**src/rtl/reg_writeback_if.sv**
```systemverilog
// rtl/reg_writeback_if.sv - pipeline and long-latency write buses into reg_writeback
// master drives results; slave is the writeback front end that returns ll_ready.
interface reg_writeback_if;
   logic        wb_valid;
   logic [4:0]  wb_addr;
   logic [31:0] wb_data;
   logic        ll_valid;
   logic [4:0]  ll_addr;
   logic [31:0] ll_data;
   logic        ll_ready;

   modport master (
      output wb_valid, wb_addr, wb_data,
      output ll_valid, ll_addr, ll_data,
      input  ll_ready
   );

   modport slave (
      input  wb_valid, wb_addr, wb_data,
      input  ll_valid, ll_addr, ll_data,
      output ll_ready
   );
endinterface

```
**src/rtl/reg_writeback.sv**
```systemverilog
// rtl/reg_writeback.sv - register file write-port arbiter with long-latency FIFO, busy scoreboard and bypass
// Pipeline writes always win; queued mul/div results drain when the pipeline is idle.
module reg_writeback #(
   parameter int DEPTH        = 4,
   parameter int STARVE_LIMIT = 4
) (
   input  logic                   clk,
   input  logic                   rst,
   reg_writeback_if.slave         bus,
   input  logic                   claim_valid,
   input  logic [4:0]             claim_addr,
   input  logic [4:0]             read_addr_1,
   input  logic [4:0]             read_addr_2,
   output logic                   busy_1,
   output logic                   busy_2,
   output logic                   fwd_valid_1,
   output logic                   fwd_valid_2,
   output logic [31:0]            fwd_data_1,
   output logic [31:0]            fwd_data_2,
   output logic                   wb_stall,
   output logic [4:0]             write_addr,
   output logic [31:0]            write_data,
   output logic                   write_enabled,
   output logic [$clog2(DEPTH):0] ll_count
);

   localparam int AW  = $clog2(DEPTH);
   localparam int AW1 = AW + 1;
   localparam int CW  = $clog2(STARVE_LIMIT + 1);
   localparam int CW1 = CW + 1;
   localparam logic [AW:0]   DEPTH_C = AW1'(DEPTH);
   localparam logic [CW:0]   LIMIT_W = CW1'(STARVE_LIMIT);
   localparam logic [CW-1:0] LIMIT_C = CW'(STARVE_LIMIT);

   logic [36:0]   mem_q [DEPTH];
   logic [36:0]   mem_d [DEPTH];
   logic [AW:0]   wr_ptr_q, wr_ptr_d;
   logic [AW:0]   rd_ptr_q, rd_ptr_d;
   logic [31:0]   busy_q, busy_d;
   logic [CW-1:0] starve_q, starve_d;
   logic          wb_stall_q, wb_stall_d;
   logic          write_enabled_q, write_enabled_d;
   logic [4:0]    write_addr_q, write_addr_d;
   logic [31:0]   write_data_q, write_data_d;

   logic [AW:0]   count;
   logic          full, empty, push, pop;
   logic [4:0]    head_addr;
   logic [31:0]   head_data;
   logic          sel_valid, sel_we;
   logic [4:0]    sel_addr;
   logic [31:0]   sel_data;
   logic [CW:0]   starve_inc;
   logic [32:0]   fwd_1, fwd_2;

   // Newest-first bypass: this cycle's selected write, then the registered port.
   function automatic logic [32:0] fwd_lookup(
      input logic [4:0]  ra,
      input logic        s_we,
      input logic [4:0]  s_addr,
      input logic [31:0] s_data,
      input logic        r_we,
      input logic [4:0]  r_addr,
      input logic [31:0] r_data
   );
      fwd_lookup = '0;
      if (ra != 5'd0) begin
         if (s_we && s_addr == ra) begin
            fwd_lookup = {1'b1, s_data};
         end else if (r_we && r_addr == ra) begin
            fwd_lookup = {1'b1, r_data};
         end
      end
   endfunction

   always_comb begin
      count        = wr_ptr_q - rd_ptr_q;
      full         = (count == DEPTH_C);
      empty        = (count == '0);
      bus.ll_ready = !full && !rst;
      push         = bus.ll_valid && !full && !rst;
      head_addr    = mem_q[rd_ptr_q[AW-1:0]][36:32];
      head_data    = mem_q[rd_ptr_q[AW-1:0]][31:0];
      pop          = !bus.wb_valid && !empty;

      sel_valid = bus.wb_valid || !empty;
      sel_addr  = bus.wb_valid ? bus.wb_addr : head_addr;
      sel_data  = bus.wb_valid ? bus.wb_data : head_data;
      sel_we    = sel_valid && (sel_addr != 5'd0);
   end

   always_comb begin
      mem_d    = mem_q;
      wr_ptr_d = wr_ptr_q;
      rd_ptr_d = rd_ptr_q;
      if (push) begin
         mem_d[wr_ptr_q[AW-1:0]] = {bus.ll_addr, bus.ll_data};
         wr_ptr_d = wr_ptr_q + 1'b1;
      end
      if (pop) begin
         rd_ptr_d = rd_ptr_q + 1'b1;
      end
   end

   // Clear before set so a same-cycle claim to the popped address keeps its bit.
   always_comb begin
      busy_d = busy_q;
      if (pop) begin
         busy_d[head_addr] = 1'b0;
      end
      if (claim_valid && claim_addr != 5'd0) begin
         busy_d[claim_addr] = 1'b1;
      end
      busy_d[0] = 1'b0;
   end

   always_comb begin
      starve_inc = {1'b0, starve_q} + 1'b1;
      starve_d   = '0;
      wb_stall_d = 1'b0;
      if (!empty && !pop) begin
         starve_d   = (starve_inc >= LIMIT_W) ? LIMIT_C : starve_inc[CW-1:0];
         wb_stall_d = (starve_inc >= LIMIT_W);
      end
   end

   always_comb begin
      write_enabled_d = sel_we;
      write_addr_d    = sel_valid ? sel_addr : write_addr_q;
      write_data_d    = sel_valid ? sel_data : write_data_q;
   end

   always_ff @(posedge clk) begin
      mem_q <= mem_d;
      if (rst) begin
         wr_ptr_q        <= '0;
         rd_ptr_q        <= '0;
         busy_q          <= '0;
         starve_q        <= '0;
         wb_stall_q      <= 1'b0;
         write_enabled_q <= 1'b0;
         write_addr_q    <= '0;
         write_data_q    <= '0;
      end else begin
         wr_ptr_q        <= wr_ptr_d;
         rd_ptr_q        <= rd_ptr_d;
         busy_q          <= busy_d;
         starve_q        <= starve_d;
         wb_stall_q      <= wb_stall_d;
         write_enabled_q <= write_enabled_d;
         write_addr_q    <= write_addr_d;
         write_data_q    <= write_data_d;
      end
   end

   always_comb begin
      fwd_1 = fwd_lookup(read_addr_1, sel_we, sel_addr, sel_data,
                         write_enabled_q, write_addr_q, write_data_q);
      fwd_2 = fwd_lookup(read_addr_2, sel_we, sel_addr, sel_data,
                         write_enabled_q, write_addr_q, write_data_q);
   end

   assign busy_1        = busy_q[read_addr_1] && !(pop && head_addr == read_addr_1);
   assign busy_2        = busy_q[read_addr_2] && !(pop && head_addr == read_addr_2);
   assign fwd_valid_1   = fwd_1[32];
   assign fwd_data_1    = fwd_1[31:0];
   assign fwd_valid_2   = fwd_2[32];
   assign fwd_data_2    = fwd_2[31:0];
   assign wb_stall      = wb_stall_q;
   assign write_enabled = write_enabled_q;
   assign write_addr    = write_addr_q;
   assign write_data    = write_data_q;
   assign ll_count      = count;

endmodule

```
**src/flat_wrapper.sv**
```systemverilog
// flat-port wrapper written by rule: the top's interface ports become plain ports
module reg_writeback_flat 
#(
   parameter int DEPTH        = 4,
   parameter int STARVE_LIMIT = 4
)
  (clk, rst, claim_valid, claim_addr, read_addr_1, read_addr_2, busy_1, busy_2, fwd_valid_1, fwd_valid_2, fwd_data_1, fwd_data_2, wb_stall, write_addr, write_data, write_enabled, ll_count, bus_wb_valid, bus_wb_addr, bus_wb_data, bus_ll_valid, bus_ll_addr, bus_ll_data, bus_ll_ready);
  reg_writeback_if bus_i ();
  input  logic clk;
  input  logic rst;
  input  logic claim_valid;
  input  logic [4:0] claim_addr;
  input  logic [4:0] read_addr_1;
  input  logic [4:0] read_addr_2;
  output logic busy_1;
  output logic busy_2;
  output logic fwd_valid_1;
  output logic fwd_valid_2;
  output logic [31:0] fwd_data_1;
  output logic [31:0] fwd_data_2;
  output logic wb_stall;
  output logic [4:0] write_addr;
  output logic [31:0] write_data;
  output logic write_enabled;
  output logic [$clog2(DEPTH):0] ll_count;
  input wire logic [$bits(bus_i.wb_valid)-1:0] bus_wb_valid;
  input wire logic [$bits(bus_i.wb_addr)-1:0] bus_wb_addr;
  input wire logic [$bits(bus_i.wb_data)-1:0] bus_wb_data;
  input wire logic [$bits(bus_i.ll_valid)-1:0] bus_ll_valid;
  input wire logic [$bits(bus_i.ll_addr)-1:0] bus_ll_addr;
  input wire logic [$bits(bus_i.ll_data)-1:0] bus_ll_data;
  output wire logic [$bits(bus_i.ll_ready)-1:0] bus_ll_ready;
  assign bus_i.wb_valid = bus_wb_valid;
  assign bus_i.wb_addr = bus_wb_addr;
  assign bus_i.wb_data = bus_wb_data;
  assign bus_i.ll_valid = bus_ll_valid;
  assign bus_i.ll_addr = bus_ll_addr;
  assign bus_i.ll_data = bus_ll_data;
  assign bus_ll_ready = bus_i.ll_ready;
  reg_writeback #(.DEPTH(DEPTH), .STARVE_LIMIT(STARVE_LIMIT)) u_core (.clk(clk), .rst(rst), .bus(bus_i), .claim_valid(claim_valid), .claim_addr(claim_addr), .read_addr_1(read_addr_1), .read_addr_2(read_addr_2), .busy_1(busy_1), .busy_2(busy_2), .fwd_valid_1(fwd_valid_1), .fwd_valid_2(fwd_valid_2), .fwd_data_1(fwd_data_1), .fwd_data_2(fwd_data_2), .wb_stall(wb_stall), .write_addr(write_addr), .write_data(write_data), .write_enabled(write_enabled), .ll_count(ll_count));
endmodule
```
**config.mk**
```make
export PLATFORM = sky130hd
export DESIGN_NAME = reg_writeback_flat
export DESIGN_NICKNAME = d
export VERILOG_FILES = /design/src/rtl/reg_writeback_if.sv /design/src/rtl/reg_writeback.sv /design/src/flat_wrapper.sv
export SDC_FILE = /design/constraint.sdc
export NUM_CORES = 1
export LEC_CHECK = 0
export CAP_MARGIN = 20
export CORE_ASPECT_RATIO = 0.75
export CORE_MARGIN = 3
export CORE_UTILIZATION = 55
export CTS_BUF_LIST = sky130_fd_sc_hd__clkbuf_8
export CTS_CLUSTER_DIAMETER = 80
export CTS_CLUSTER_SIZE = 14
export DETAILED_ROUTE_END_ITERATION = 12
export PLACE_DENSITY_LB_ADDON = 0.12
export REMOVE_ABC_BUFFERS = 1
export SLEW_MARGIN = 10
export SYNTH_ARGS = -nofsm -noshare
export SYNTH_HDL_FRONTEND = slang
export SYNTH_SLANG_ARGS = --single-unit
```
**constraint.sdc**
```tcl
create_clock -name clk -period 3.61 [get_ports clk]
set_clock_uncertainty 0.1 [all_clocks]
set_input_delay 0.5415 -clock clk [delete_from_list [all_inputs] [get_ports clk]]
set_output_delay 0.5415 -clock clk [all_outputs]
set_load 0.05 [all_outputs]
```
==> results.cfg <==
[sta]
slew-limit-headroom_pct = 34.14
fmax_ghz = 0.2469
hold_violations = 0
min_period_over_period_pct = 112.2
worst_pin_slew_ps = 987.9
rsz0062_at_grt = yes
setup_viol = 66
fin_ws_ps = -440.3
slew_violations = 0
min_period_ps = 4050
hold_slack_ps = 369.9

[cts]
tritoncts = done
cts-root-buf = clkbuf_8
cts_buffers = 20
h-tree-depth = 1
cts.sinks = 226
clk_latency_ps = 530
clk_path_buf_depth = 3
clk_pin_slew_ps = 90

[final_layout]
area_growth_pct = 39.73
fillers = 1104
multi_input_area_mm2 = 0.005421
fin_util_pct = 79.12
layout-drive-gt1-share_pct = 30.69
final_common_cell = edfxtp_1
regArea_mm2 = 0.006013
design.final.nets = 1236
final_cell_mix = edfxtp_1 (148), clkdlybuf4s50_1 (131), nor2_1 (83)

[route]
first_pass_iters = 5
wl_per_cell_um = 23.69
drcViolationCount = 0
antenna_left = 0
drtIter0Drc = 1041
via_per_inst = 6.180
vias = 8658
wirelength_mm = 33.18

[status]
failed_checks = negative setup slack
status = finished with violations

[logic_synthesis]
synth_edf_count = 148
ys.flop_type = edfxtp_1
ys_warn_count = 0
synth_cell_types = 47
netlist_area_mm2 = 0.01110
synth_fa_ha_area_share_pct = 0.9697
synth_xor_area_share_pct = 2.898
ys_async_sr_fraction_pct = 0
synth.mux.area_fraction_pct = 21.33
seq_area_frac_synth_pct = 54.12
ys_seq_elements = 226
syn_inst = 894
synth_compound_area_share_pct = 4.454
yosys.area_share.simple_pct = 13.30
synth_top_family_by_area = multiplexers
syn_area_per_cell_um2 = 12.41

[worst_setup_path]
worstPathArrival_ps = 3410
start_kind = flip-flop
rr_worst_depth = 8
required_ps = 2970
r2r_end = u_core.mem_q[40]
path_class = reg -> out
r2r_start = u_core.rd_ptr_q[0]
r2r_slack_ps = 720
end_kind = output pin
critPathMaxFanout = 7

[floorplanning]
num_rows = 44
core_area_mm2 = 0.01960
die_h_um = 129.0
start_util_pct = 56.62
fp.dieArea_mm2 = 0.02193
die_width_um = 170.0
ios = 205

[placed_design]
numPortBuffers = 204
gp_congestion = 0.8918
place_hpwl_mm = 20.66

[global_routing]
grt_pass1_vias = 8803
gr-total-overflow = 0
antenna_found_initial = 2
grt_start_max_net_pins = 79
grt_usage_pct = 29.88
grt_pass1_wl_mm = 50.61

[hold_path]
hp-class = reg -> reg
worstHoldStart = u_core.starve_q[0]
hold_end = u_core.starve_q[0]
min_path_cells = 1

[power]
combPwrFrac_pct = 48.1
p_int_mw = 5.420
ir_drop_mv = 0.4407
p_leak_nw = 5.742
clkPwrFrac_pct = 15.3
power.switching_mw = 3.658
p_sw_share_pct = 40.29
pwr_density_cell_mw_per_mm2 = 585.4
seqPwrFrac_pct = 36.6

[job]
cap_viol_max_count = 0
## flip-flops by register name, indices dropped and copies added (netlist names)
name,flops
u_core.wr_ptr_q,3
u_core.write_data,32
u_core.wb_stall,1
u_core.starve_q,2
u_core.write_enabled,1
u_core.mem_q,148
u_core.write_addr,5
u_core.busy_q,31
u_core.rd_ptr_q,3
## per-stage QoR
stage | power [mW] | setup TNS [ps] | cell area, um2 | worst slack [ps] | std cells
after CTS | 8.917 | -16470 | 15380 | -333.9 | 1392
after floorplan | 5.757 | -528570 | 10810 | -3640 | 833
after global routing | 9.491 | -28420 | 15510 | -495.0 | 1401
final | 9.077 | -22420 | 15510 | -440.3 | 1401
after global placement | 7.139 | 0 | 13980 | 68.02 | 1337
after detailed placement | 7.199 | -34.87 | 13980 | -34.87 | 1337
## synthesized netlist by cell type, types with 3 or more instances
cell	n	area share, %
nand2_1	83	2.8
nand2b_1	3	0.17
nor3_1	32	1.4
mux2i_1	43	3.9
buf_2	4	0.18
mux4_2	54	11
nand3b_1	8	0.54
o21ai_0	67	3.0
mux2_2	33	3.3
a211oi_1	7	0.47
ha_1	7	0.79
nor2_1	84	2.8
nor2b_1	31	1.7
buf_1	8	0.27
inv_1	9	0.30
edfxtp_1	148	40
buf_6	7	0.71
mux2_1	29	2.9
nor4_1	4	0.23
dfxtp_1	78	14
xnor2_1	18	1.4
and3_1	34	1.9
or3_1	3	0.17
xor2_1	16	1.3
nand3_1	13	0.59
clkbuf_1	41	1.4
## worst max-delay path: stages (launching register included)
cell and delay, ps:
dfxtp_4 390, mux4_2 560, mux2i_1 370, and2_1 230, a41o_2 230, nand4b_1 220
buf_6 220, buf_12 200, mux2i_4 280, buf_12 160
## power by group through the flow
stage,Clock [mW],Sequential [mW],Combinational (mW)
2_1_floorplan,0,3.99,1.77
3_3_place_gp,0,3.34,3.80
3_5_place_dp,0,3.35,3.85
4_1_cts,1.41,3.30,4.21
5_1_grt,1.52,3.35,4.61
6_report,1.39,3.32,4.37
## routing by layer
layer,vias up,global-route usage [%],routed length [um]
li1,3785,-,-
met3,71,6.526,3339
met5,-,0,13
met1,4275,42.92,13550
met2,525,46.43,15450
met4,2,9.299,831
## kinds of logic (layout without fill, tap and decap cells)
logic type	Yosys count	in the layout
multiplexers	160	160
flip-flops	226	226
other	0	1
adder cells (fa/ha/maj)	8	8
AO/OA/AOI/OAI	88	88
buffers and inverters	70	323
XOR/XNOR	35	35
AND/OR/NAND/NOR	307	307
## worst max path at each step
stage	to	slack (ps)	start	depth (start not counted)
after global routing	fwd_data_2[23]	-500	u_core.rd_ptr_q[0]	9
after global placement	fwd_data_2[5]	70	u_core.wr_ptr_q[0]	11
final	fwd_data_2[23]	-440	u_core.rd_ptr_q[0]	9
after detailed placement	fwd_data_2[19]	-30	u_core.wr_ptr_q[0]	11
after CTS	fwd_data_1[7]	-330	u_core.rd_ptr_q[0]	11
after floorplan	fwd_data_2[0]	-3640	u_core.rd_ptr_q[0]	8
## final cells by class
| cell class | instances | share of cell area, % |
|---|---|---|
| Sequential cell | 226 | 38.78 |
| Antenna cell | 1 | 0.01614 |
| Inverter | 9 | 0.2179 |
| Tap cell | 253 | 2.041 |
| Timing Repair Buffer | 279 | 21.70 |
| Clock buffer | 21 | 1.864 |
| Clock inverter | 14 | 0.4196 |
| Multi-Input combinational cell | 598 | 34.96 |
## timing repair
action                                  4_1_cts  5_1_grt
resized for setup                           154       24
endpoints found under the setup margin       68       68
setup buffers                                13       11
cloned                                        7        1
pin swaps                                     5       10
hold buffers                                  0        0
No activity file was read; power rests on OpenSTA's default activity.
